**config.mk**
```make
export PLATFORM = sky130hd
export DESIGN_NAME = bw_io_impctl_clkgen_mc
export DESIGN_NICKNAME = d
export VERILOG_FILES = /design/src/rtl/bw_io_impctl_pkg.sv /design/src/rtl/bw_io_impctl_chfsm.sv /design/src/rtl/bw_io_impctl_clkgen_mc.sv
export SDC_FILE = /design/constraint.sdc
export NUM_CORES = 1
export LEC_CHECK = 0
export ABC_CLOCK_PERIOD_IN_PS = 3880
export CAP_MARGIN = 20
export CORE_MARGIN = 2
export CORE_UTILIZATION = 49
export DETAILED_ROUTE_END_ITERATION = 12
export MAX_ROUTING_LAYER = met4
export PLACE_DENSITY = 0.71
export RECOVER_POWER = 100
export SLEW_MARGIN = 20
export SYNTH_ARGS = -nofsm -noshare
export SYNTH_HDL_FRONTEND = slang
export SYNTH_HIERARCHICAL = 1
export SYNTH_SLANG_ARGS = --single-unit
```
**constraint.sdc**
```tcl
create_clock -name clk_i -period 3.88 [get_ports clk_i]
set_input_delay 0.582 -clock clk_i [delete_from_list [all_inputs] [get_ports clk_i]]
set_output_delay 0.582 -clock clk_i [all_outputs]
set_load 0.02 [all_outputs]
```
**src/rtl/bw_io_impctl_pkg.sv**
```systemverilog
// Shared types and constants for the impedance-control clock/strobe generator.
//  ch_state_t : per-channel update sequencer states
//  GRST_TICKS : sclk ticks counted after reset release before global_reset_n rises
package bw_io_impctl_pkg;

   typedef enum logic [1:0] {
      CH_IDLE = 2'd0,
      CH_OE   = 2'd1,
      CH_UPD  = 2'd2
   } ch_state_t;

   localparam int unsigned GRST_TICKS = 4;

endpackage

```
**src/rtl/bw_io_impctl_chfsm.sv**
```systemverilog
// One impedance-update channel: rising-edge detect on the request, a 1-deep pending
// flag and the IDLE -> OE -> UPD sequencer that frames each update.
// Ports:
//  clk_i        core clock
//  reset_i      async active-high reset
//  tick_i       one-cycle sclk tick from the divider
//  grst_n_i     sequencing is allowed only once this is high
//  bypass_i     registered bypass; forces idle and strobes directly on request edges
//  upd_req_i    update request, already synchronous to clk_i
//  oe_o         output-enable window
//  updclk_en_o  one-cycle update strobe
module bw_io_impctl_chfsm
   import bw_io_impctl_pkg::*;
#(
   parameter int unsigned OE_TICKS = 2
) (
   input  logic clk_i,
   input  logic reset_i,
   input  logic tick_i,
   input  logic grst_n_i,
   input  logic bypass_i,
   input  logic upd_req_i,
   output logic oe_o,
   output logic updclk_en_o
);

   localparam int unsigned CntW = (OE_TICKS > 1) ? $clog2(OE_TICKS) : 1;

   logic            req_q;
   logic            edge_q;
   logic            pend_q, pend_d;
   ch_state_t       state_q, state_d;
   logic [CntW-1:0] cnt_q, cnt_d;
   logic            oe_q, oe_d;
   logic            upd_q, upd_d;
   logic            serve;

   always_comb begin
      state_d = state_q;
      cnt_d   = cnt_q;
      oe_d    = oe_q;
      upd_d   = 1'b0;
      pend_d  = pend_q;
      serve   = 1'b0;
      if (bypass_i) begin
         // Any sequence in flight is dropped without a strobe.
         state_d = CH_IDLE;
         cnt_d   = '0;
         oe_d    = 1'b0;
         pend_d  = 1'b0;
         upd_d   = edge_q;
      end else begin
         if (tick_i && grst_n_i) begin
            unique case (state_q)
               CH_IDLE: begin
                  if (pend_q) begin
                     state_d = CH_OE;
                     cnt_d   = '0;
                     oe_d    = 1'b1;
                     serve   = 1'b1;
                  end
               end
               CH_OE: begin
                  if (cnt_q == CntW'(OE_TICKS - 1)) begin
                     state_d = CH_UPD;
                     cnt_d   = '0;
                  end else begin
                     cnt_d = cnt_q + 1'b1;
                  end
               end
               CH_UPD: begin
                  state_d = CH_IDLE;
                  oe_d    = 1'b0;
                  upd_d   = 1'b1;
               end
               default: begin
                  state_d = CH_IDLE;
                  oe_d    = 1'b0;
               end
            endcase
         end
         // A fresh edge wins over the clear so a request landing on the serving
         // tick is not lost.
         if (edge_q) begin
            pend_d = 1'b1;
         end else if (serve) begin
            pend_d = 1'b0;
         end
      end
   end

   always_ff @(posedge clk_i or posedge reset_i) begin
      if (reset_i) begin
         req_q   <= 1'b0;
         edge_q  <= 1'b0;
         pend_q  <= 1'b0;
         state_q <= CH_IDLE;
         cnt_q   <= '0;
         oe_q    <= 1'b0;
         upd_q   <= 1'b0;
      end else begin
         req_q   <= upd_req_i;
         edge_q  <= upd_req_i & ~req_q;
         pend_q  <= pend_d;
         state_q <= state_d;
         cnt_q   <= cnt_d;
         oe_q    <= oe_d;
         upd_q   <= upd_d;
      end
   end

   assign oe_o        = oe_q;
   assign updclk_en_o = upd_q;

endmodule

```
**src/rtl/bw_io_impctl_clkgen_mc.sv**
```systemverilog
// Multi-channel clock/strobe generator for the impedance-control block.
// Divides clk_i into sclk/sclk_tick, stretches the reset release into global_reset_n,
// emits the periodic averaging-counter reset and sequences per-channel updates.
// Ports:
//  clk_i             core clock
//  reset_i           async active-high reset
//  div_ratio_i       divide ratio R; tick period R+1 clocks, sampled at reload only
//  upd_req_i         per-channel update requests (clk_i synchronous)
//  bypass_mode_i     1 = skip sequencing, strobe directly on request edges
//  sclk_o            divided clock, period 2*(R+1)
//  sclk_tick_o       one-cycle pulse per sclk half-period
//  oe_out_o          per-channel output-enable window
//  updclk_en_o       per-channel one-cycle update strobe
//  bypass_o          bypass_mode_i delayed one clock
//  global_reset_n_o  low until GRST_TICKS ticks after reset release
//  avgcntr_rst_o     one-cycle averaging-counter reset
module bw_io_impctl_clkgen_mc
   import bw_io_impctl_pkg::*;
#(
   parameter int unsigned NCH       = 2,
   parameter int unsigned DIV_W     = 4,
   parameter int unsigned OE_TICKS  = 2,
   parameter int unsigned AVG_TICKS = 64
) (
   input  logic             clk_i,
   input  logic             reset_i,
   input  logic [DIV_W-1:0] div_ratio_i,
   input  logic [NCH-1:0]   upd_req_i,
   input  logic             bypass_mode_i,
   output logic             sclk_o,
   output logic             sclk_tick_o,
   output logic [NCH-1:0]   oe_out_o,
   output logic [NCH-1:0]   updclk_en_o,
   output logic             bypass_o,
   output logic             global_reset_n_o,
   output logic             avgcntr_rst_o
);

   localparam int unsigned GrstW = (GRST_TICKS > 1) ? $clog2(GRST_TICKS) : 1;
   localparam int unsigned AvgW  = $clog2(AVG_TICKS);

   logic             live_q;
   logic [DIV_W-1:0] div_cnt_q, div_cnt_d;
   logic             sclk_q, sclk_d;
   logic             bypass_q;
   logic [GrstW-1:0] grst_cnt_q, grst_cnt_d;
   logic             grst_n_q, grst_n_d;
   logic [AvgW-1:0]  avg_cnt_q, avg_cnt_d;
   logic             avg_q, avg_d;
   logic             tick;

   // live_q keeps the tick quiet while reset is held even though the counter sits at 0;
   // the first tick comes one clock after release.
   assign tick = live_q & (div_cnt_q == '0);

   always_comb begin
      div_cnt_d = div_cnt_q;
      sclk_d    = sclk_q;
      if (tick) begin
         div_cnt_d = div_ratio_i;
         sclk_d    = ~sclk_q;
      end else if (live_q) begin
         div_cnt_d = div_cnt_q - 1'b1;
      end
   end

   always_comb begin
      grst_cnt_d = grst_cnt_q;
      grst_n_d   = grst_n_q;
      avg_cnt_d  = avg_cnt_q;
      avg_d      = 1'b0;
      if (tick) begin
         if (!grst_n_q) begin
            if (grst_cnt_q == GrstW'(GRST_TICKS - 1)) begin
               grst_n_d  = 1'b1;
               avg_d     = 1'b1;
               avg_cnt_d = '0;
            end else begin
               grst_cnt_d = grst_cnt_q + 1'b1;
            end
         end else if (avg_cnt_q == AvgW'(AVG_TICKS - 1)) begin
            avg_cnt_d = '0;
            avg_d     = 1'b1;
         end else begin
            avg_cnt_d = avg_cnt_q + 1'b1;
         end
      end
   end

   always_ff @(posedge clk_i or posedge reset_i) begin
      if (reset_i) begin
         live_q     <= 1'b0;
         div_cnt_q  <= '0;
         sclk_q     <= 1'b0;
         bypass_q   <= 1'b0;
         grst_cnt_q <= '0;
         grst_n_q   <= 1'b0;
         avg_cnt_q  <= '0;
         avg_q      <= 1'b0;
      end else begin
         live_q     <= 1'b1;
         div_cnt_q  <= div_cnt_d;
         sclk_q     <= sclk_d;
         bypass_q   <= bypass_mode_i;
         grst_cnt_q <= grst_cnt_d;
         grst_n_q   <= grst_n_d;
         avg_cnt_q  <= avg_cnt_d;
         avg_q      <= avg_d;
      end
   end

   for (genvar g = 0; g < NCH; g++) begin : g_ch
      bw_io_impctl_chfsm #(
         .OE_TICKS(OE_TICKS)
      ) u_chfsm (
         .clk_i       (clk_i),
         .reset_i     (reset_i),
         .tick_i      (tick),
         .grst_n_i    (grst_n_q),
         .bypass_i    (bypass_q),
         .upd_req_i   (upd_req_i[g]),
         .oe_o        (oe_out_o[g]),
         .updclk_en_o (updclk_en_o[g])
      );
   end

   assign sclk_o           = sclk_q;
   assign sclk_tick_o      = tick;
   assign bypass_o         = bypass_q;
   assign global_reset_n_o = grst_n_q;
   assign avgcntr_rst_o    = avg_q;

endmodule

```
==> results by group, run 1 <==
Clocking
  – Post-CTS setup buffer count: 0
  – CTS Root Cell: clkbuf_4
  – CTS tree: yes
  – Clock Latency Late Sink: 0.33 ns
  – Reg clk slew, reported paths: 0.10 ns
  – CTS sink count: 33
  – Htree depth: 2
  – Clock buffer depth: 2
  – Total CTS buffers: 5
  – CTS Hold Bufs: 0
  – CTS resizes: 0

Synthesis
  – Yosys Warn Count: 6
  – Prevailing post-synth register cell: dfrtp_1
  – Yosys top cell area share: 53.4%
  – Adder-cell share of the synthesized area: 3.24%
  – Register area share after synthesis: 53.4%
  – Number of synthesized flops with an enable pin: 0
  – Multiplexer share of the synthesized area: 0.728%
  – Leading area contributor after synthesis: dfrtp_1
  – Register bit total from synthesis: 33
  – Post-synth net total: 156
  – Xor/xnor share of the synthesized area: 1.13%
  – Top post-synthesis cells by area: dfrtp_1 (53%), ha_1 (3.2%), inv_1 (3.2%)
  – Simple-gate area share of the yosys netlist: 18.9%
  – Synth cell types: 44
  – Compound-gate portion of the synthesized area: 17.1%
  – Largest family of logic cells by synthesized area: simple AND/OR/NAND/NOR gates
  – Most frequent cell after synthesis: dfrtp_1
  – Cell Area, Synth: 1550 µm²
  – Mapped Cells: 143
  – Top post-synthesis cells by count: dfrtp_1 (33), inv_1 (13), nor2_1 (11)
  – Syn Area/Cell: 10.8 µm²
  – Async SR Flop Fraction: 100%

Finish
  – Final #Nets: 177
  – Layout Area Growth over Synthesis: 17.7%
  – Fillcell total: 262
  – Diodes inserted: 0
  – Post-route insts no fill: 209
  – Share of layout cells above drive strength 1: 7.27%

Critical path
  – Largest stage delay on the critical path: 0.71 ns
  – CP cell instances: inv_1, ha_1, nand4bb_1, inv_4, dlygate4sd3_1
  – Crit path required time: 3.30 ns
  – Crit Path Max Fanout: 20
  – Setup crit end kind: output port
  – CP Launch Type: flop
  – Slowest cell on crit path: dlygate4sd3_1
  – Critical path class: reg2out
  – WP data arrival: 2.54 ns

Global routing
  – GR Util met2: 31.5%
  – GR Overflow Total: 0
  – First-pass GRT wire length: 5290 µm
  – Largest net degree at the start of global routing: 21
  – GR Util met1: 25.2%
  – Vias in the first global route: 1,168
  – Peak-usage layer in the global routing report: met2
  – Met3 usage: 6.06%
  – Initial antenna violation count: 0
  – Tot GR Track Use: 20.6%

Status
  – Status: finished, final reports clean

STA
  – RSZ-0062 raised after global routing: false
  – Worst-margin pin slew: 0.617 ns
  – Slew headroom: 58.8%
  – Slew Viols, Final: 0
  – Fin worst setup slack: 0.757 ns
  – Final-report hold violation count: 0
  – Achievable Freq: 320 MHz
  – Post-layout min period: 3.12 ns
  – Setup_tns: 0 ns
  – Skew final: 0.00885 ns
  – Final clock period utilization by the worst path: 80.5%
  – Setup violators final: 0

Floorplanning
  – Die area: 3620 µm²
  – Ports: 18
  – Overall die height: 60.2 µm
  – CORE AREA: 3030 µm²
  – Initial Utilization: 51.1%
  – Row count: 20
  – Die width: 60.2 µm

Route
  – Wire length per cell: 14.1 µm
  – Routed wire length: 2940 µm
  – Post-route ant nets: 0
  – Iter 0 DRT Violations: 78
  – # DRC: 0
  – Vias after detailed routing: 1,204
  – Via density: 5.76
  – First-pass DRT Iterations: 4

Flow run
  – Max-cap violation count: 0

Power and ir drop
  – Peak supply drop: 317 µV
  – Power Dens Cells: 463 nW/µm²
  – Leakage: 0.804 nW
  – Total power: 0.000843 W

Place
  – Cell total after placement: 201
  – Pre-CTS setup slack: 1.19 ns
  – Port buffer count: 17
  – Gpl congestion: 0.856
  – Dpl hpwl: 2050 µm

Worst hold path
  – Hold crit path type: reg2reg
==> cell type report <==
class                   count  area, µm²  share of cell area, %
clock inverters             1       30.0                   1.65
flip-flops and latches     33        826                   45.4
repair buffers             17        170                   9.35
inverters                  14       55.1                   3.02
well taps                  44       55.1                   3.02
multi-input cells          93        629                   34.6
clock buffers               7       55.1                   3.02
==> layer usage <==
metal	vias up	share of wire, %
met5	-	0
met4	0	0.65
met3	2	4.5
met2	34	49
met1	594	46
li1	574	-
==> per-stage QoR <==
stage                     utilization (%)  area, µm²  hold WS, ns
final                                60.1       1820        0.393
after global routing                 60.1       1820        0.420
after CTS                            60.4       1830        0.400
after detailed placement             57.6       1740        0.385
after global placement               57.6       1740        0.384
after floorplan                         -       1550        0.378
==> power by group <==
| part | switching (W) | internal [W] |
|---|---|---|
| sequential | 0.0000441 | 0.000384 |
| combinational | 0.0000800 | 0.0000712 |
| clock | 0.000110 | 0.000154 |
==> logic make-up (layout without fill, tap and decap cells) <==
kind of cell               count (synthesis)  count (layout)
other                                      1               1
and+or+nand+nor                           49              49
AOI/OAI and AO/OA                         36              36
adders and majority gates                  4               4
xor gates and xnor gates                   2               2
buffers and inverters                     17              39
muxes                                      1               1
DFF                                       33              33
==> worst paths after layout <==
check                           cells after the start             startpoint  slack (ns)                         end
worst max-delay path                                5           div_cnt_q[0]        0.76                 sclk_tick_o
worst min-delay path                                1  g_ch[1].u_chfsm/req_q        0.39      g_ch[1].u_chfsm/edge_q
worst max register to register                      7           div_cnt_q[0]        1.46  g_ch[0].u_chfsm/state_q[0]
worst min register to register                      1  g_ch[1].u_chfsm/req_q        0.39      g_ch[1].u_chfsm/edge_q
max in group asynchronous                           2                reset_i        2.66               grst_cnt_q[1]
min in group asynchronous                           2                reset_i        0.67        g_ch[1].u_chfsm/oe_o
==> worst max-delay path, delay by kind of cell, from the launching register on <==
kind | cells | cell delay, ns
fa+ha+maj | 1 | 0.21
flops | 1 | 0.43
simple gates | 1 | 0.41
buf+inv | 3 | 1.15
==> registers in the layout (all words and copies together) (netlist names) <==
| register | cells |
|---|---|
| div_cnt_q | 4 |
| grst_cnt_q | 2 |
| live_q | 1 |
| g_ch.u_chfsm/state_q | 4 |
| sclk_o | 1 |
| g_ch.u_chfsm/edge_q | 2 |
| avgcntr_rst_o | 1 |
| bypass_o | 1 |
| g_ch.u_chfsm/cnt_q | 2 |
| g_ch.u_chfsm/req_q | 2 |
| g_ch.u_chfsm/updclk_en_o | 2 |
| avg_cnt_q | 6 |
| g_ch.u_chfsm/oe_o | 2 |
| g_ch.u_chfsm/pend_q | 2 |
| global_reset_n_o | 1 |
==> cell usage in the layout (no fill, tap or decap), types with 2 or more instances in the layout <==
master           netlist  routed
nand2_1                8      10
nor4_1                 3       3
o41ai_1                3       3
clkdlybuf4s50_1        0       4
a311oi_1               2       2
a31oi_1                4       4
ha_1                   4       4
dfrtp_1               33      33
clkbuf_4               0       5
a41oi_1                2       2
dlygate4sd3_1          0      13
nor3b_1                2       2
a32o_1                 2       2
nor2_1                11      11
a21oi_1                7       7
o31ai_1                2       2
a22oi_1                3       3
o21ai_0                3       4
and4b_2                2       2
nand2b_1               2       2
inv_1                 13      13
xnor2_1                2       2
nor4b_1                3       3
or4b_1                 2       2
nor3_1                 4       4
nor2b_1                2       2
or2b_1                 2       2
No activity file was read; power rests on OpenSTA's default activity.
==> inputs of run 2 (changes only) <==
- ABC_CLOCK_PERIOD_IN_PS: 3880 -> 2700
- PLACE_DENSITY: 0.71 -> 0.74
- clock period: 3.88 -> 2.7 ns (I/O delays scaled with it)
==> run 2 against run 1 <==
  * Via count shrank 1.2%
  * Register-to-register slack lost 1.2 ns
  * Clock power shrank 2%
  * First-iteration DRC count shrank 2.6%
  * Sequential cell count is the same
  * Hold slack gained 0.0060 ns
  * Final cell count grew 0.96%
  * Clock skew is essentially flat
  * Sequential power grew 43%
  * Critical endpoint unchanged
==> results by group, run 2 (synthesis results as in run 1) <==
Status
  – Status: finished, final reports clean

Critical path
  – Reg2Reg Launch Point: div_cnt_q[0]
  – RR Endpoint: g_ch[1].u_chfsm/state_q[0]
  – WP data arrival: 2.10 ns (-0.44 ns)
  – CP Launch Type: flop
  – Worst-case reg-to-reg path depth: 8 (+1)
  – Critical path class: reg2out
  – Flop-to-flop setup slack: 0.31 ns (-1.15 ns)
  – Crit Path Max Fanout: 10 (-50%)
  – Crit path required time: 2.30 ns (-1.00 ns)
  – Setup crit end kind: output port

Global routing
  – Tot GR Track Use: 19.8% (-0.73 points)
  – Initial antenna violation count: 0 (unchanged)
  – GR Overflow Total: 0 (unchanged)
  – Largest net degree at the start of global routing: 20 (-4.8%)
  – First-pass GRT wire length: 5020 µm (-5.0%)
  – Vias in the first global route: 1,116 (-4.5%)

Finish
  – Final #Nets: 179 (+1.1%)
  – Biggest register: avg_cnt_q
  – Layout Area Growth over Synthesis: 15.9%
  – Share of layout cells above drive strength 1: 5.99% (-1.3 points)
  – Diodes inserted: 0 (unchanged)
  – Commonest non-fill, non-tap cells in the layout: dfrtp_1 (33), inv_1 (13), dlygate4sd3_1 (13)
  – Commonest non-fill, non-tap cell in the layout: dfrtp_1
  – Top flop regs: avg_cnt_q (6), div_cnt_q (4), g_ch.u_chfsm/state_q (4)
  – Max FFs per register: 6 (unchanged)

Power and ir drop
  – Leakage: 0.788 nW (-2.1%)
  – Peak supply drop: 365 µV (+15%)
  – Power Dens Cells: 605 nW/µm² (+31%)

Route
  – First-pass DRT Iterations: 4 (unchanged)
  – Vias after detailed routing: 1,189 (-1.2%)
  – Routed wire length: 2920 µm (-0.58%)
  – # DRC: 0 (unchanged)
  – Via density: 5.64 (-2.2%)
  – Iter 0 DRT Violations: 76 (-2.6%)
  – Wire length per cell: 13.9 µm (-1.5%)
  – Post-route ant nets: 0 (unchanged)

STA
  – RSZ-0062 raised after global routing: false
  – Setup violators final: 0 (unchanged)
  – Min Hold Slack: 0.399 ns (+0.00597 ns)
  – Post-layout min period: 2.51 ns
  – Skew final: 0.00868 ns (-0.000168 ns)
  – Final-report hold violation count: 0 (unchanged)
  – Slew Viols, Final: 0 (unchanged)
  – Final clock period utilization by the worst path: 92.8%
  – Slew headroom: 53.9% (-5.0 points)
  – Setup_tns: 0 ns (unchanged)
  – Achievable Freq: 399 MHz
  – Worst-margin pin slew: 0.691 ns (+0.0747 ns)

Clocking
  – CTS Hold Bufs: 0 (unchanged)
  – Clock Latency Late Sink: 0.33 ns (about the same)
  – Total CTS buffers: 5 (unchanged)
  – Post-CTS setup buffer count: 0 (unchanged)
  – CTS tree: yes
  – Htree depth: 2 (unchanged)
  – Clock buffer depth: 2 (unchanged)
  – CTS sink count: 33 (unchanged)
  – CTS resizes: 0 (unchanged)
  – CTS Root Cell: clkbuf_4
  – Reg clk slew, reported paths: 0.09 ns (about the same)

Floorplanning
  – Ports: 18 (unchanged)
  – Die area: 3620 µm² (unchanged)
  – Row count: 20 (unchanged)
  – Die width: 60.2 µm (unchanged)
  – Initial Utilization: 51.1% (unchanged)
  – CORE AREA: 3030 µm² (unchanged)
  – Overall die height: 60.2 µm (unchanged)

Worst hold path
  – Hold EP: g_ch[1].u_chfsm/edge_q
  – Hold path startpoint: g_ch[1].u_chfsm/req_q
  – Depth of the worst hold-timing path: 1 (unchanged)
  – Hold crit path type: reg2reg

Place
  – Port buffer count: 17 (unchanged)
  – Gpl congestion: 0.842 (-1.6%)
  – Dpl hpwl: 2090 µm (+1.9%)

Flow run
  – Max-cap violation count: 0 (unchanged)
==> run 2: where the power goes <==
group	switching, W	internal [W]	total (W)
Clock	0.000156	0.000104	0.000260
Combinational	0.000110	0.000102	0.000211
Sequential	0.0000615	0.000552	0.000614
==> run 2: how the worst max path moves through the flow <==
| stage | from | cells after the start | endpoint | slack [ns] |
|---|---|---|---|---|
| after global placement | div_cnt_q[0] | 5 | sclk_tick_o | 0.68 |
| after floorplan | div_cnt_q[0] | 9 | g_ch[0].u_chfsm/state_q[0] | 0.80 |
| after CTS | div_cnt_q[0] | 5 | sclk_tick_o | 0.23 |
| final | div_cnt_q[0] | 5 | sclk_tick_o | 0.19 |
| after global routing | div_cnt_q[0] | 5 | sclk_tick_o | 0.06 |
| after detailed placement | div_cnt_q[0] | 5 | sclk_tick_o | 0.62 |
==> run 2: layout make-up <==
| type | count | area [µm²] |
|---|---|---|
| fillers | 277 | 1240 |
| flip-flops and latches | 33 | 826 |
| clock buffers | 8 | 48.8 |
| multi-input cells | 93 | 629 |
| repair buffers | 19 | 178 |
| inverters | 14 | 55.1 |
| well taps | 44 | 55.1 |
==> run 2: through the flow <==
stage	worst slack, ns	utilization, %	instance area [µm²]	cells	power [W]
4_1_cts	0.225	59.7	1810	211	0.00111
2_1_floorplan	0.803	-	1550	143	0.000770
3_5_place_dp	0.616	58.1	1760	203	0.000847
3_3_place_gp	0.681	58.1	1760	203	0.000835
6_report	0.195	59.2	1790	211	0.00108
5_1_grt	0.0631	59.2	1790	211	0.00117
==> run 2: per-layer routing <==
metal | global-route usage (%) | vias to the layer above | share of wire [%] | wire (µm)
met5 | - | - | 0 | 0
met4 | 7.62 | 0 | 1.4 | 42
met3 | 6.71 | 6 | 5.3 | 155
met2 | 30.3 | 31 | 48 | 1400
met1 | 24.2 | 571 | 45 | 1330
li1 | - | 581 | - | -
==> run 2: worst max-delay path: stages (launching register included) <==
cell and delay, ns:
dfrtp_1 0.43, inv_1 0.10, ha_1 0.20, nand4bb_1 0.19, inv_4 0.16, dlygate4sd3_1 0.69
==> inputs of run 3 (changes only) <==
- CORE_MARGIN: 2 -> unset
==> run 3 against run 2 <==
  * Clock skew up 0.0016 ns
  * Clock power up 8.1%
  * Sequential cell count unchanged
  * Sequential power about the same
  * Final cell count down 0.95%
  * Combinational power up 2%
  * Utilization up 0.083 points
  * Total power up 2.6%
  * Via count down 0.67%
  * Global-route usage up 2.4 points
  * Worst setup slack worse by 0.028 ns
  * Critical path type unchanged
  * Critical endpoint unchanged
  * Largest cell class unchanged
==> results by group, run 3 (synthesis results as in run 1) <==
Clocking
  – Reg clk slew, reported paths: 0.09 ns (about the same)
  – CTS tree: yes
  – Htree depth: 2 (unchanged)
  – CTS Hold Bufs: 0 (unchanged)
  – Clock buffer depth: 2 (unchanged)
  – CTS resizes: 0 (unchanged)
  – CTS sink count: 33 (unchanged)
  – Clock Latency Late Sink: 0.34 ns (about the same)
  – CTS Root Cell: clkbuf_4
  – Total CTS buffers: 5 (unchanged)
  – Post-CTS setup buffer count: 0 (unchanged)

Finish
  – Max FFs per register: 6 (unchanged)
  – Commonest non-fill, non-tap cells in the layout: dfrtp_1 (33), inv_1 (13), dlygate4sd3_1 (12)
  – Commonest non-fill, non-tap cell in the layout: dfrtp_1
  – Fillcell total: 284 (+2.5%)
  – Multi-input gate area: 629 µm² (unchanged)
  – Biggest register: avg_cnt_q
  – Top flop regs: avg_cnt_q (6), div_cnt_q (4), g_ch.u_chfsm/state_q (4)
  – Layout Area Growth over Synthesis: 16.0%
  – Diodes inserted: 0 (unchanged)
  – Final #Nets: 178 (-0.56%)
  – Final instance area: 1790 µm² (+0.14%)
  – Sequential cell area: 826 µm² (unchanged)
  – Share of layout cells above drive strength 1: 6.67% (+0.68 points)

Global routing
  – Tot GR Track Use: 22.2% (+2.4 points)
  – Largest net degree at the start of global routing: 21 (+5.0%)
  – Vias in the first global route: 1,179 (+5.6%)
  – First-pass GRT wire length: 5380 µm (+7.1%)
  – Initial antenna violation count: 0 (unchanged)
  – GR Overflow Total: 0 (unchanged)

Floorplanning
  – Row count: 20 (unchanged)
  – Initial Utilization: 51.1% (unchanged)
  – Die area: 3380 µm² (-6.5%)
  – Die width: 58.2 µm (-3.3%)
  – Ports: 18 (unchanged)
  – Overall die height: 58.2 µm (-3.3%)
  – CORE AREA: 3030 µm² (unchanged)

STA
  – Final-report hold violation count: 0 (unchanged)
  – Final clock period utilization by the worst path: 93.8% (+1.0 points)
  – Skew final: 0.0103 ns (+0.00165 ns)
  – Post-layout min period: 2.53 ns (+0.0275 ns)
  – RSZ-0062 raised after global routing: false
  – Worst-margin pin slew: 0.698 ns (+0.00614 ns)
  – Fin worst setup slack: 0.167 ns (-0.0275 ns)
  – Slew Viols, Final: 0 (unchanged)
  – Setup violators final: 0 (unchanged)
  – Setup_tns: 0 ns (unchanged)
  – Slew headroom: 53.4% (-0.41 points)
  – Achievable Freq: 395 MHz (-1.1%)

Worst hold path
  – Hold crit path type: reg2reg

Power and ir drop
  – Switching Share: 30.2% (about the same)
  – Combinational share of power: 19.4% (about the same)
  – Leakage: 0.788 nW (about the same)
  – Int Pwr: 0.000777 W (+2.6%)
  – Clock power share: 25.2% (+1.2 points)
  – Reg power frac: 55.3% (-1.3 points)
  – Peak supply drop: 357 µV (-2.2%)
  – Power Dens Cells: 620 nW/µm² (+2.5%)
  – Psw: 0.000336 W (+2.7%)

Critical path
  – Largest stage delay on the critical path: 0.64 ns (-0.05 ns)
  – CP cell instances: inv_1, ha_1, nand4bb_1, inv_4, clkdlybuf4s50_1
  – WP data arrival: 2.13 ns (+0.03 ns)
  – CP Launch Type: flop
  – Crit Path Max Fanout: 20 (+10)
  – Slowest cell on crit path: clkdlybuf4s50_1
  – Critical path class: reg2out
  – Setup crit end kind: output port
  – Crit path required time: 2.30 ns (about the same)

Place
  – Dpl hpwl: 2170 µm (+4.0%)
  – Pre-CTS setup slack: 0.514 ns (-0.102 ns)
  – Gpl congestion: 0.841 (-0.13%)
  – Area after DPL: 1750 µm² (-0.43%)
  – Port buffer count: 17 (unchanged)

Route
  – First-pass DRT Iterations: 4 (unchanged)
  – Routed wire length: 3070 µm (+5.1%)
  – Vias after detailed routing: 1,181 (-0.67%)
  – Via density: 5.65 (+0.28%)
  – Iter 0 DRT Violations: 52 (-32%)
  – Post-route ant nets: 0 (unchanged)
  – # DRC: 0 (unchanged)
  – Wire length per cell: 14.7 µm (+6.1%)

Flow run
  – Max-cap violation count: 0 (unchanged)

Status
  – Status: finished, final reports clean
## run 3: changes by cell type in the layout (fill, tap and decap cells not counted), sizes merged
cell,previous run,this run
clkbuf,10,8
clkdlybuf4s50,4,5
dlygate4sd3,13,12
## run 3: worst max-delay path, delay by kind of cell, from the launching register on
kind	cells	cell delay, ns
adder cells (fa/ha/maj)	1	0.20
buffers and inverters	3	0.96
flip-flops	1	0.43
AND/OR/NAND/NOR	1	0.19
## run 3: area by class of cell
class / instances / share of cell area, %
sequential: 33 / 46.0
multi-input combinational: 93 / 35.1
timing repair buffer: 18 / 9.69
clock buffer: 7 / 3.07
inverter: 14 / 3.07
tap: 44 / 3.07
## run 3: power by group through the flow
stage | combinational, W | clock, W | sequential (W)
after CTS | 0.000230 | 0.000290 | 0.000616
after detailed placement | 0.000228 | 0 | 0.000625
after global routing | 0.000248 | 0.000309 | 0.000625
final | 0.000216 | 0.000281 | 0.000616
after floorplan | 0.000150 | 0 | 0.000620
after global placement | 0.000213 | 0 | 0.000619
## run 3: worst paths after layout
| path | startpoint | end | slack [ns] | cells past startpoint |
|---|---|---|---|---|
| max in group asynchronous | reset_i | div_cnt_q[0] | 1.59 | 2 |
| max reg2reg | div_cnt_q[0] | g_ch[1].u_chfsm/state_q[0] | 0.63 | 7 |
| min in group asynchronous | reset_i | g_ch[1].u_chfsm/pend_q | 0.49 | 2 |
| min reg2reg | g_ch[1].u_chfsm/req_q | g_ch[1].u_chfsm/edge_q | 0.40 | 1 |
| max | div_cnt_q[0] | sclk_tick_o | 0.17 | 5 |
| min | g_ch[1].u_chfsm/req_q | g_ch[1].u_chfsm/edge_q | 0.40 | 1 |
## run 3: per-stage QoR
step / hold slack (ns) / utilization (%) / instances / power, W
global route: 0.418 / 59.3 / 209 / 0.00118
detailed placement: 0.390 / 57.9 / 202 / 0.000853
floorplan: 0.221 / - / 143 / 0.000770
global placement: 0.386 / 57.9 / 202 / 0.000832
CTS: 0.364 / 59.7 / 209 / 0.00114
finish: 0.404 / 59.3 / 209 / 0.00111
## run 3: routing by layer
metal | track usage [%] | vias to the layer above | wire length, µm
met5 | - | - | 0
met4 | 9.86 | 0 | 72
met3 | 7.81 | 9 | 131
met2 | 33.7 | 27 | 1470
met1 | 26.8 | 577 | 1400
li1 | - | 568 | -
